==> src/rtl/inst_fetch.sv <==
// Instruction-fetch stage: holds the PC, looks it up in the direct-mapped
// instruction cache, refills misses one byte at a time from the memory
// controller, and hands (pc, inst) pairs to IF/ID over a valid/ready slot.
module inst_fetch #(
  parameter int unsigned              ADDR_W   = 32,
  parameter logic [ADDR_W-1:0]        RESET_PC = '0
) (
  input  logic              clk,
  input  logic              rst,
  input  logic              branch_flag_i,
  input  logic [ADDR_W-1:0] branch_target_i,
  output logic              cache_query_o,
  output logic [ADDR_W-1:0] query_addr_o,
  input  logic              inst_hit_i,
  input  logic [31:0]       inst_cache_i,
  output logic              cache_enable_o,
  output logic [ADDR_W-1:0] cache_addr_o,
  output logic [31:0]       cache_data_o,
  output logic              mem_req_o,
  output logic [ADDR_W-1:0] mem_addr_o,
  input  logic [7:0]        mem_rdata_i,
  input  logic              mem_valid_i,
  output logic              inst_valid_o,
  output logic [31:0]       inst_o,
  output logic [ADDR_W-1:0] pc_o,
  input  logic              out_ready_i
);

  typedef enum logic [1:0] {
    S_IDLE = 2'd0,
    S_MISS = 2'd1,
    S_FILL = 2'd2
  } state_t;

  state_t            r_state;
  state_t            w_state_next;
  logic [ADDR_W-1:0] r_pc;
  logic [1:0]        r_byte_cnt;
  logic [31:0]       r_buf;
  logic              r_inst_valid;
  logic [31:0]       r_inst;
  logic [ADDR_W-1:0] r_pc_out;

  logic              w_slot_free;
  logic              w_load;
  logic              w_take_byte;
  logic [ADDR_W-1:0] w_branch_pc;
  logic              w_unused_tgt_lsbs;

  // The slot can take a new instruction when it is empty or being drained.
  assign w_slot_free       = !r_inst_valid || out_ready_i;
  assign w_branch_pc       = {branch_target_i[ADDR_W-1:2], 2'b00};
  assign w_unused_tgt_lsbs = ^branch_target_i[1:0];

  // Next-state decode plus the per-state cache/memory strobes.
  always_comb begin
    // NOTE: every signal gets a default before the case so that no path
    // through this block leaves one unassigned and a latch is inferred.
    w_state_next   = r_state;
    w_load         = 1'b0;
    w_take_byte    = 1'b0;
    cache_query_o  = 1'b0;
    mem_req_o      = 1'b0;
    cache_enable_o = 1'b0;
    unique case (r_state)
      S_IDLE: begin
        cache_query_o = 1'b1;
        if (inst_hit_i) w_load = w_slot_free;
        else            w_state_next = S_MISS;
      end
      S_MISS: begin
        mem_req_o = 1'b1;
        if (mem_valid_i) begin
          w_take_byte = 1'b1;
          if (r_byte_cnt == 2'd3) w_state_next = S_FILL;
        end
      end
      S_FILL: begin
        cache_enable_o = 1'b1;
        w_state_next   = S_IDLE;
      end
      default: w_state_next = S_IDLE;
    endcase
    // A redirect overrides everything; a FILL write still goes out this cycle.
    if (branch_flag_i) begin
      w_state_next = S_IDLE;
      w_load       = 1'b0;
      w_take_byte  = 1'b0;
    end
  end

  // State register.
  always_ff @(posedge clk) begin
    // NOTE: sequential state uses non-blocking assignments so every register
    // samples pre-edge values regardless of block evaluation order.
    if (!rst) r_state <= S_IDLE;
    else      r_state <= w_state_next;
  end

  // PC, refill buffer and output slot.
  always_ff @(posedge clk) begin
    if (!rst) begin
      r_pc         <= RESET_PC;
      r_byte_cnt   <= 2'd0;
      r_buf        <= 32'd0;
      r_inst_valid <= 1'b0;
      r_inst       <= 32'd0;
      r_pc_out     <= '0;
    end else if (branch_flag_i) begin
      r_pc         <= w_branch_pc;
      r_byte_cnt   <= 2'd0;
      r_inst_valid <= 1'b0;
    end else begin
      if (w_load) begin
        r_inst       <= inst_cache_i;
        r_pc_out     <= r_pc;
        r_inst_valid <= 1'b1;
        r_pc         <= r_pc + ADDR_W'(4);
      end else if (out_ready_i) begin
        r_inst_valid <= 1'b0;
      end
      if (r_state == S_IDLE && !inst_hit_i) r_byte_cnt <= 2'd0;
      // Byte counter wraps back to 0 after the fourth byte.
      if (w_take_byte) begin
        r_buf[{r_byte_cnt, 3'b000} +: 8] <= mem_rdata_i;
        r_byte_cnt                       <= r_byte_cnt + 2'd1;
      end
    end
  end

  assign query_addr_o = r_pc;
  assign mem_addr_o   = r_pc + ADDR_W'(r_byte_cnt);
  assign cache_addr_o = r_pc;
  assign cache_data_o = r_buf;
  assign inst_valid_o = r_inst_valid;
  assign inst_o       = r_inst;
  assign pc_o         = r_pc_out;

endmodule

==> config.mk <==
export PLATFORM = sky130hd
export DESIGN_NAME = inst_fetch
export DESIGN_NICKNAME = d
export VERILOG_FILES = /design/src/rtl/inst_fetch.sv
export SDC_FILE = /design/constraint.sdc
export NUM_CORES = 1
export LEC_CHECK = 0
export CAP_MARGIN = 10
export CELL_PAD_IN_SITES_DETAIL_PLACEMENT = 2
export CELL_PAD_IN_SITES_GLOBAL_PLACEMENT = 2
export CORE_MARGIN = 2
export CORE_UTILIZATION = 22
export CTS_CLUSTER_DIAMETER = 100
export CTS_CLUSTER_SIZE = 24
export DETAILED_ROUTE_END_ITERATION = 6
export HOLD_SLACK_MARGIN = 0.06
export MAX_ROUTING_LAYER = met4
export PLACE_DENSITY = 0.83
export SLEW_MARGIN = 40
export SYNTH_ARGS = -nofsm -noshare
export SYNTH_HDL_FRONTEND = slang
export SYNTH_SLANG_ARGS = --single-unit
==> constraint.sdc <==
create_clock -name clk -period 2.3 [get_ports clk]
set_input_delay 0.46 -clock clk [delete_from_list [all_inputs] [get_ports clk]]
set_output_delay 0.46 -clock clk [all_outputs]
set_load 0.01 [all_outputs]
Word-level counts from Yosys, hierarchy flattened
Index checks and enable logic that the tools add are counted.
Widths: inputs -> output; s select.
- equality and inequality tests: 6
- $add $sub $neg: 4
- shifts and indexed selects: 2
- multiplexer cells: 20
- reduce and logical (&&, ||, !) cells: 12
- bitwise operators: 2
- operators by type and width (cell ; number):
    $mux 32 ; 2
    $add 32x2->32 ; 1
    $add 32x3->32 const B ; 1
    $bwmux 32 ; 1
    $shift 8x7->32 const A ; 1
    $shiftx 8x7->32 ; 1
    $mux 1 ; 11
    $mux 2 ; 5
    $neg 5->7 ; 1
    $ne 2x2->1 const B ; 3
    $reduce_bool 2->1 ; 3
    $eq 2x2->1 const B ; 2
    $pmux 2 s2 ; 1
    $reduce_and 2->1 ; 2
    $reduce_and 3->1 ; 1
    $add 2x1->2 const B ; 1
    $eq 2x1->1 const B ; 1
    $logic_not 1->1 ; 2
    $logic_not 2->1 ; 1
    $not 1->1 ; 2
    $reduce_or 2->1 ; 1
    $logic_and 1x1->1 ; 1
    $logic_or 1x1->1 ; 1
- input bits: 78
- word-level logic and storage cells: 54
- register bits after elaboration: 133
- output and inout port bits: 196

Logic depth before layout (Yosys ltp)
Gate-level depths: netlist of run 1.
- depth in word-level cells: 7
- gate-level depth with buffers: 7
- mapped depth without buffers: 6

Least setup slack after synthesis of run 1
Ideal clock, no wire load.
- path type: flip-flop to flip-flop
- start point: reg r_pc[7], in the netlist cache_addr_o[7]
- end point: reg r_pc[29], in the netlist cache_addr_o[29]
- data arrival time: 1.892 ns
- stages on the path, launching flop included: 8
- library setup time: 0.136 ns
- path buffers: 3
- required time: 2.164 ns
- path slack: 0.272 ns
- cell sequence: dfxtp_1 buf_2 nand4_4 or4_1 buf_2 buf_6 o311ai_0 nand3_1
- word-level cells in the longest chain between the ends: 3
- RTL lines (what ; line ; source):
    start, declared ; 37 ; logic [ADDR_W-1:0] r_pc;
    start signal, assigned ; 110 ; r_pc <= w_branch_pc;
    start signal, assigned ; 118 ; r_pc <= r_pc + ADDR_W'(4);
    $add 32x3->32 ; 118 ;
    $mux 32 ; 114 ; if (w_load) begin
    $mux 32 ; 109 ; end else if (branch_flag_i) begin
No other way between the ends. The select of a mux whose other input is x is not followed.
A chain may end at the register's enable or synchronous reset.

Final worst setup path of run 1
- start point: reg r_state[1]
- end point: out cache_enable_o
- word-level cells in the longest chain between the ends: 2
- RTL lines (what ; line ; source):
    start, declared ; 35 ; state_t r_state;
    start signal, assigned ; 97 ; else r_state <= w_state_next;
    $eq 2x2->1 ; 65 ; unique case (r_state)
    $mux 1 ; 65 ;
    end, declared ; 16 ; output logic cache_enable_o,
No other way between the ends.

==> results of run 1 <==
power groups by stage:
stage | Sequential [mW] | Clock, mW | Combinational, mW
after floorplan | 2.49 | 0 | 0.395
after global placement | 2.45 | 0 | 0.939
after detailed placement | 2.46 | 0 | 0.960
after CTS | 2.41 | 3.07 | 0.968
after global routing | 2.42 | 3.18 | 1.03
final | 2.41 | 2.99 | 0.951
synthesized netlist by cell type, types with 8 or more instances:
| library cell | number |
|---|---|
| sky130_fd_sc_hd__a22oi_1 | 9 |
| sky130_fd_sc_hd__a21oi_1 | 77 |
| sky130_fd_sc_hd__or4_1 | 8 |
| sky130_fd_sc_hd__nor3_1 | 16 |
| sky130_fd_sc_hd__dfxtp_1 | 129 |
| sky130_fd_sc_hd__clkbuf_1 | 37 |
| sky130_fd_sc_hd__inv_1 | 10 |
| sky130_fd_sc_hd__a21boi_0 | 16 |
| sky130_fd_sc_hd__buf_2 | 8 |
| sky130_fd_sc_hd__o21ai_0 | 26 |
| sky130_fd_sc_hd__nor4_1 | 9 |
| sky130_fd_sc_hd__nand2_1 | 167 |
| sky130_fd_sc_hd__buf_4 | 66 |
| sky130_fd_sc_hd__nand3_1 | 39 |
| sky130_fd_sc_hd__nor2b_1 | 12 |
| sky130_fd_sc_hd__nand4_1 | 13 |
| sky130_fd_sc_hd__nor2_1 | 13 |
| sky130_fd_sc_hd__a31oi_1 | 11 |
area by class of cell:
type,count,area (sq um),share of cell area [%]
Multi-Input combinational cell,504,2750,29.0
Clock buffer,20,457,4.82
Clock inverter,12,179,1.89
Sequential cell,129,2580,27.3
Antenna cell,1,2.50,0.0264
Tap cell,341,427,4.50
Timing Repair Buffer,312,3040,32.1
Inverter,10,37.5,0.396
state kept, by name (all words and copies together), names as in the netlist:
name,count
cache_data_o,32
inst_o,32
cache_addr_o,30
pc_o,30
r_byte_cnt,2
r_state,2
inst_valid_o,1
timing repair:
item | 4_1_cts | 5_1_grt
pin swaps | 0 | 0
resized for setup | 1 | 1
endpoints found under the setup margin | 1 | 1
worst max-delay path: stages, from the launching register on:
cell and delay (ns):
sky130_fd_sc_hd__dfxtp_1 0.51, sky130_fd_sc_hd__nor2b_1 0.19, sky130_fd_sc_hd__clkdlybuf4s50_1 0.56
logic make-up after synthesis:
logic type,Yosys count,share of synthesized area [%]
fa+ha+maj,7,1.45
compound gates,168,16.7
simple gates,318,26.0
buf+inv,125,12.2
other cells,1,0.0621
flops,129,42.8
xor+xnor,5,0.725
worst max path at each step:
stage | end | startpoint | slack, ns | cells after the start
2_1_floorplan | cache_addr_o[29] | cache_addr_o[7] | 0.27 | 7
3_3_place_gp | cache_addr_o[21] | inst_hit_i | -0.09 | 6
3_5_place_dp | cache_addr_o[19] | inst_hit_i | -0.17 | 6
4_1_cts | mem_req_o | r_state[0] | 0.05 | 2
5_1_grt | cache_addr_o[29] | cache_addr_o[12] | 0.07 | 5
6_report | cache_enable_o | r_state[1] | 0.16 | 2
cells in the final DEF (no fill, tap or decap), types with 3 or more instances in the layout:
| cell | n |
|---|---|
| sky130_fd_sc_hd__nand4_1 | 13 |
| sky130_fd_sc_hd__nor3_1 | 16 |
| sky130_fd_sc_hd__nand2b_1 | 3 |
| sky130_fd_sc_hd__clkinvlp_4 | 3 |
| sky130_fd_sc_hd__and2_1 | 6 |
| sky130_fd_sc_hd__dfxtp_1 | 128 |
| sky130_fd_sc_hd__clkbuf_16 | 17 |
| sky130_fd_sc_hd__o31ai_1 | 5 |
| sky130_fd_sc_hd__buf_12 | 3 |
| sky130_fd_sc_hd__a31oi_1 | 11 |
| sky130_fd_sc_hd__bufinv_16 | 4 |
| sky130_fd_sc_hd__a22oi_1 | 9 |
| sky130_fd_sc_hd__and4_1 | 7 |
| sky130_fd_sc_hd__inv_1 | 9 |
| sky130_fd_sc_hd__a21oi_1 | 77 |
| sky130_fd_sc_hd__o21ai_0 | 26 |
| sky130_fd_sc_hd__xnor2_1 | 4 |
| sky130_fd_sc_hd__buf_4 | 43 |
| sky130_fd_sc_hd__a311oi_1 | 4 |
| sky130_fd_sc_hd__nor4_1 | 9 |
| sky130_fd_sc_hd__conb_1 | 6 |
| sky130_fd_sc_hd__a211oi_1 | 7 |
| sky130_fd_sc_hd__ha_1 | 7 |
| sky130_fd_sc_hd__nor2_1 | 13 |
| sky130_fd_sc_hd__or3_1 | 4 |
| sky130_fd_sc_hd__a32oi_1 | 3 |
| sky130_fd_sc_hd__nand2_1 | 167 |
| sky130_fd_sc_hd__nor2b_1 | 11 |
| sky130_fd_sc_hd__nand3_1 | 38 |
| sky130_fd_sc_hd__and3_1 | 6 |
| sky130_fd_sc_hd__a21boi_0 | 16 |
| sky130_fd_sc_hd__or4_1 | 8 |
| sky130_fd_sc_hd__clkdlybuf4s50_1 | 264 |
per-stage QoR:
stage	cell area [sq um]	instances
floorplan	6060	758
global placement	8830	1296
detailed placement	8840	1296
CTS	9480	1328
global route	9480	1329
finish	9480	1329
metal layers:
layer | share of wire, % | vias to the layer above | global-route usage, %
met2 | 52 | 167 | 31.2
met3 | 3.9 | 30 | 3.19
met5 | 0 | - | -
li1 | - | 2991 | -
met1 | 42 | 3130 | 19.5
met4 | 2.0 | 0 | 5.87
==> results by stage, run 1 <==
CTS:
- The longest clock path from root to sink contains 2 buffers.
- The clock root buffer is sky130_fd_sc_hd__clkbuf_16.
- The number of hold buffers added after cts is 0.
- Clock tree synthesis found a total of ~130 sinks.
- After clock tree synthesis, the clock-pin slew on the worst setup and hold paths is 0.06 ns.
- The later pin in the worst-skew pair is clocked with a latency of between 0.4 and 0.5 ns.
- The H-tree was split into 4 levels.
- The CTS tree is built.
- The number of setup buffers added after CTS is 0.
- TritonCTS created 17 clock buffers.

Placement:
- Summed over all nets, the half-perimeter wirelength after detailed placement is about 18000 um.
- The setup slack after placement is -0.171 ns.
- The weighted congestion reported at the end of routability-driven placement is slightly below 0.8.
- In this run the tool buffered the top-level ports with between 200 and 300 buffer cells.

Yosys:
- The Yosys step of the flow raised 0 warnings.
- The gate count of the mapped netlist is 753.
- By area the synthesized netlist is led by sky130_fd_sc_hd__dfxtp_1 43%, sky130_fd_sc_hd__nand2_1 10%, sky130_fd_sc_hd__buf_4 8.2%.
- The flip-flop cell with the highest count after synthesis is sky130_fd_sc_hd__dfxtp_1.
- The area fraction of the dominant cell type after synthesis is between 40% and 50%.
- A synthesized cell averages approximately 8.0 sq um.
- Counting flops and latches in the post-synthesis netlist gives ~130.
- The most area-hungry cell type in the Yosys netlist is sky130_fd_sc_hd__dfxtp_1.
- The share of the Yosys chip area taken by registers is between 40% and 50%.
- In the synthesized netlist the async set-or-reset flop fraction comes to 0%.
- The number of synthesized flops with an enable pin is 0.
- The netlist area before placement is around 6000 sq um.
- The count of distinct cell types in the synthesized netlist is 54.

Floorplan:
- The floorplan step set the die height to about 170 um.
- In this run the horizontal extent of the chip is 170 um.
- The floorplan step defined a die boundary enclosing 28800 sq um.
- The floorplan row count is 60.
- The area of the core region is approximately 27000 sq um.
- about 270 I/O pins were placed.
- The effective utilization at floorplan is ~22%.

Power:
- Per report_power, the sequential group accounts for between 30 and 40% of the total.
- For this design the static power due to leakage is approximately 3.3 nW.
- In this run, the combinational gates consume around 15% of the power.
- The power consumption is 6.35 mW.
- Summed over all nets, the switching power comes to 1.64 mW.
- Power spread over the standard cell area amounts to ~670 nW/um^2.
- The internal power is 4.71 mW.
- IR analysis of the VDD net gives a maximum drop of about 470 uV.
- In this run switching power makes up 25.8% of total power.
- The clock network is responsible for between 40% and 50% of the overall power.

Status:
- The flow ran to the end, and the final reports show no timing, DRC or antenna violations.

Finish:
- The number of nets in the layout is roughly 1100.
- In the final layout, the share of cells above drive strength 1 is just under 10%.
- The filler cells instantiated in the layout total around 3000.
- The area added between synthesis and finish is 57.0%.
- At the end of the flow the core is filled with cells to about a third.

GRT:
- The first global-routing pass estimated roughly 38000 um of wire.
- The initial antenna violation count came to 1.
- For this run the aggregate overflow at the end of global routing stands at 0.
- The number of global-route vias before repair is roughly 6700.
- Across every metal layer, demand over resource in global routing totals about 17%.
- The maximum number of pins on one net before global-route repair is 75.

Setup path:
- The worst endpoint data arrival time is ~1.7 ns.
- The startpoint of the lowest-slack register-to-register path is cache_addr_o[12].
- The startpoint type of the worst setup path is a flip-flop.
- The required time at the worst-slack endpoint is roughly 1.8 ns.
- In this run the critical register-to-register path is captured at cache_addr_o[29].
- The setup slack of the most critical reg-to-reg path is 0.20 ns.
- The worst setup path is captured at an output pin.
- Counting cells, the worst reg-to-reg path comes to 5.
- The worst-path maximum fanout is 8.
- The type of the worst setup path is flip-flop to output pin.

Routing:
- The remaining number of nets flagged by the antenna check after routing is 0.
- The routed layout has 6318 vias.
- The violation count after the first detailed-route iteration is 198.
- In the routed layout, each cell is associated on average with a via count of approximately 4.8.
- In the routed design, unresolved DRC markers number 0.
- The total iterations of the first detailed-routing run is 4.
- The total wire length after detailed routing is ~25000 um.
- In the final routed layout, each cell accounts on average for 18.7 um.

STA:
- The worst setup margin is around 0.16 ns.
- The ratio of final minimum period to clock period is 93.0%.
- The final setup violation count is 0.
- Setup total negative slack on the finished layout was measured at 0 ns.
- The achievable frequency is roughly 470 MHz.
- The final worst clock skew is roughly 0.01 ns.
- The worst pin sits at a relative slew slack of between 50% and 60%.
- Counting I/O delays and the setup requirement, the final critical path takes about 2.1 ns.
- At the pin with the least slew margin, the transition time is 0.675 ns.
- The number of failing hold endpoints at the final stage is 0.
- The number of max-slew violations in the final report came to 0.
- Hold is met by roughly 0.45 ns.
- Setup repair after global routing left no endpoint under its margin.

Run:
- Across the run, the number of max-cap violations was 0.

Hold path:
- The worst hold endpoint is inst_o[29].
- The worst min-delay path class is flip-flop to flip-flop.
- The source of the worst hold timing path is inst_o[29].
- The worst hold path was traced through 2 stages.
No activity file was read; power rests on OpenSTA's default activity.
==> inputs of run 2 (changes only) <==
- CORE_ASPECT_RATIO: unset -> 0.7
==> run 2 against run 1 <==
  * Clock power shrank 12%
  * Critical endpoint is now mem_req_o
  * Die area about the same
  * Via count increased by 0.35%
  * Critical path type unchanged
==> results by stage, run 2 (synthesis results as in run 1) <==
Status:
- The run finished with clean final reports.

Finish:
- From synthesis to final layout, the design area changed by 57.6%.
- The number of nets in the layout is 1070.
- The library cell used most frequently in the layout, excluding fill and tap cells, is sky130_fd_sc_hd__clkdlybuf4s50_1.
- Fill cells in the final layout number roughly 3000.
- Leaving out fill and tap cells, the most frequent cells in the layout are 264 x sky130_fd_sc_hd__clkdlybuf4s50_1, 167 x sky130_fd_sc_hd__nand2_1, 128 x sky130_fd_sc_hd__dfxtp_1.
- The share of layout cells above drive strength 1 is ~11%.
- Cells fill around 35% of the core in the end.
- The post-route cell area is approximately 9500 sq um.

CTS:
- The clock insertion delay at the later pin of the skew report is around 0.42 ns.
- Clock-pin slew was measured on the worst setup and hold paths at 0.06 ns.
- TritonCTS built the clock tree.
- After clock tree synthesis, the setup repair step added 0 buffers.
- CTS built an H-tree with a depth of 4.
- The buffer levels on the longest clock path is 2.
- In this run, CTS created clock tree buffers numbering 17.
- The number of hold buffers added after cts is 0.
- The tree built by TritonCTS fans out to about 130 sinks.
- The clock root buffer is sky130_fd_sc_hd__clkbuf_16.

Placement:
- The cell area after placement is between 8000 and 9000 sq um.
- The number of buffers added on ports is ~270.
- The detailed-placement wirelength estimate is between 15000 and 20000 um.
- Routability-driven placement finished with a final weighted congestion of between 0.7 and 0.8.
- At the placement stage, the worst setup path has a slack of -0.144 ns.

STA:
- The number of failing hold endpoints at the final stage is 0.
- The worst setup margin is about 0.18 ns.
- At the pin with the least slew margin, the transition time is roughly 0.72 ns.
- The achievable frequency is around 470 MHz.
- The relative slew slack is around half.
- The worst path uses around 92% of the clock period.
- The minimum clock period after layout is ~2.1 ns.
- The final setup violation count is 0.
- The final worst clock skew is between 0.009 and 0.01 ns.
- Setup repair after global routing left no endpoint under its margin.
- The number of max-slew violations in the final report is 0.

Routing:
- The count of vias placed by the detailed router is ~6300.
- For this block, the routed nets add up to around 26000 um of wire.
- The per-cell via count in the routed design is between 4 and 5.
- The highest metal layer carrying signal wires in the routed design is met4.
- The first routing iteration left around 200 violations.
- The total iterations of the first detailed-routing run is 6.
- After detailed routing, the wire length on met1 is about 12000 um.
- The detailed route wirelength on metal2 is around 12000 um.
- The remaining number of nets flagged by the antenna check after routing is 0.
- The total DRC errors in the routed layout is 0.
- The routed design uses ~1800 um of met3 wire.
- After detailed routing, the average wire length per cell comes to 18.9 um.

GRT:
- The maximum number of pins on one net before global-route repair is 75.
- Summed over all layers, the global routing overflow is 0.
- The wire length of the first global-routing pass is between 40000 and 50000 um.
- The global router's overall resource usage is between 10% and 20%.
- The number of global-route vias before repair is between 6000 and 7000.
- The initial antenna violation count is 1.

Setup path:
- Counting cells, the worst reg-to-reg path comes to 5.
- The worst setup path is captured at an output pin.
- The family of cells with the greatest summed delay on the critical path is buffers and inverters.
- STA classifies the critical path startpoint as a flip-flop.
- Data on the critical path arrives at its endpoint at roughly 1.7 ns.
- Following the worst setup path forward leads to its endpoint at mem_req_o.
- The worst register-to-register path begins at cache_addr_o[9].
- The most critical setup path has its startpoint at r_state[0].
- The setup path with the least slack is of type flip-flop to output pin.
- The total number of cells along the worst setup path is 2.
- The cell with the biggest individual delay on the critical path is sky130_fd_sc_hd__clkdlybuf4s50_1.
- The critical path goes through nor2b_2 -> clkdlybuf4s50_1.
- Data on the critical path is required at its endpoint by between 1.5 and 2 ns.
- In this run the worst path has a maximum fanout of 9.
- The delay of the slowest critical-path stage is 0.58 ns.
- The setup slack of the most critical reg-to-reg path is roughly 0.30 ns.
- The endpoint identified for the worst register-to-register timing path is cache_addr_o[29].
- Together, buffers and inverters on the worst path number 1.

Power:
- The combinational cell fraction of total power is between 15 and 20%.
- The switching power summed over all nets is 1.63 mW.
- In this run switching power makes up between 20 and 30% of total power.
- Of the total power, the clock network draws 43.8%.
- The analysis attributes to cell leakage a power of ~3.3 nW.
- The portion of total power attributed to sequential cells is approximately 40%.
- The internal power is ~4.4 mW.
- For this design the ratio of total power to cell area is 632 nW/um^2.
- The largest vdd supply drop is 485 uV.

Run:
- The number of maximum-capacitance violations is 0.

Floorplan:
- The floorplan row count is 50.
- The I/O pin total is ~270.
- After floorplanning, the core was sized to cover 26800 sq um.
- The width of the die is slightly above 200 um.
- The die area is 28800 sq um.
- The effective utilization at floorplan is roughly 22%.
- The floorplan step set the die height to between 100 and 150 um.

Hold path:
- In this run the worst hold path is classified as flip-flop to flip-flop.
run 2: cell count changes in the layout (fill, tap and decap cells not counted), sizes merged:
| cell | delta |
|---|---|
| clkinvlp | +1 |
| inv | +1 |
| bufinv | -3 |
| buf | +11 |
run 2: power groups by stage:
stage / combinational (mW) / clock, mW / sequential (mW)
CTS: 0.989 / 2.72 / 2.40
global route: 1.05 / 2.83 / 2.42
finish: 0.974 / 2.63 / 2.40
global placement: 0.958 / 0 / 2.44
floorplan: 0.395 / 0 / 2.49
detailed placement: 0.982 / 0 / 2.45
run 2: worst min-delay path by stage:
stage | startpoint | endpoint | slack, ns | depth (start not counted)
2_1_floorplan | cache_data_o[0] | cache_data_o[0] | 0.48 | 2
3_3_place_gp | pc_o[14] | pc_o[14] | 0.44 | 2
3_5_place_dp | inst_o[9] | inst_o[9] | 0.45 | 2
4_1_cts | inst_o[9] | inst_o[9] | 0.46 | 2
5_1_grt | cache_data_o[4] | cache_data_o[4] | 0.48 | 2
6_report | cache_data_o[4] | cache_data_o[4] | 0.46 | 2
run 2: repair_timing:
action                                  CTS  global route
endpoints found under the setup margin    1             1
pin swaps                                 0             0
gates resized for setup                   1             1
run 2: worst min-delay path: stages, from the launching register on:
cell and delay, ns:
sky130_fd_sc_hd__dfxtp_1 0.31, sky130_fd_sc_hd__nand2_1 0.05, sky130_fd_sc_hd__a21oi_1 0.05
run 2: stage by stage:
stage | total power [mW] | TNS [ns] | hold slack, ns | instances
after floorplan | 2.88 | 0 | 0.476 | 758
after global placement | 3.40 | -2.00 | 0.441 | 1330
after detailed placement | 3.43 | -7.26 | 0.448 | 1330
after CTS | 6.11 | 0 | 0.457 | 1361
after global routing | 6.30 | 0 | 0.475 | 1362
final | 6.01 | 0 | 0.455 | 1362
run 2: per-layer routing:
layer  global-route usage, %  vias up
met5                       -        -
met4                    2.79        0
met3                    5.36       10
met2                    30.1      201
met1                    23.0     3123
li1                        -     3006
run 2: area by class of cell:
cell class	count	area, sq um	share of cell area, %
flip-flops and latches	129	2580	27.1
diodes	1	2.50	0.0263
clock buffers	20	457	4.80
multi-input cells	504	2750	28.9
inverters	10	37.5	0.394
clock inverters	11	105	1.10
well taps	364	455	4.79
repair buffers	323	3120	32.8
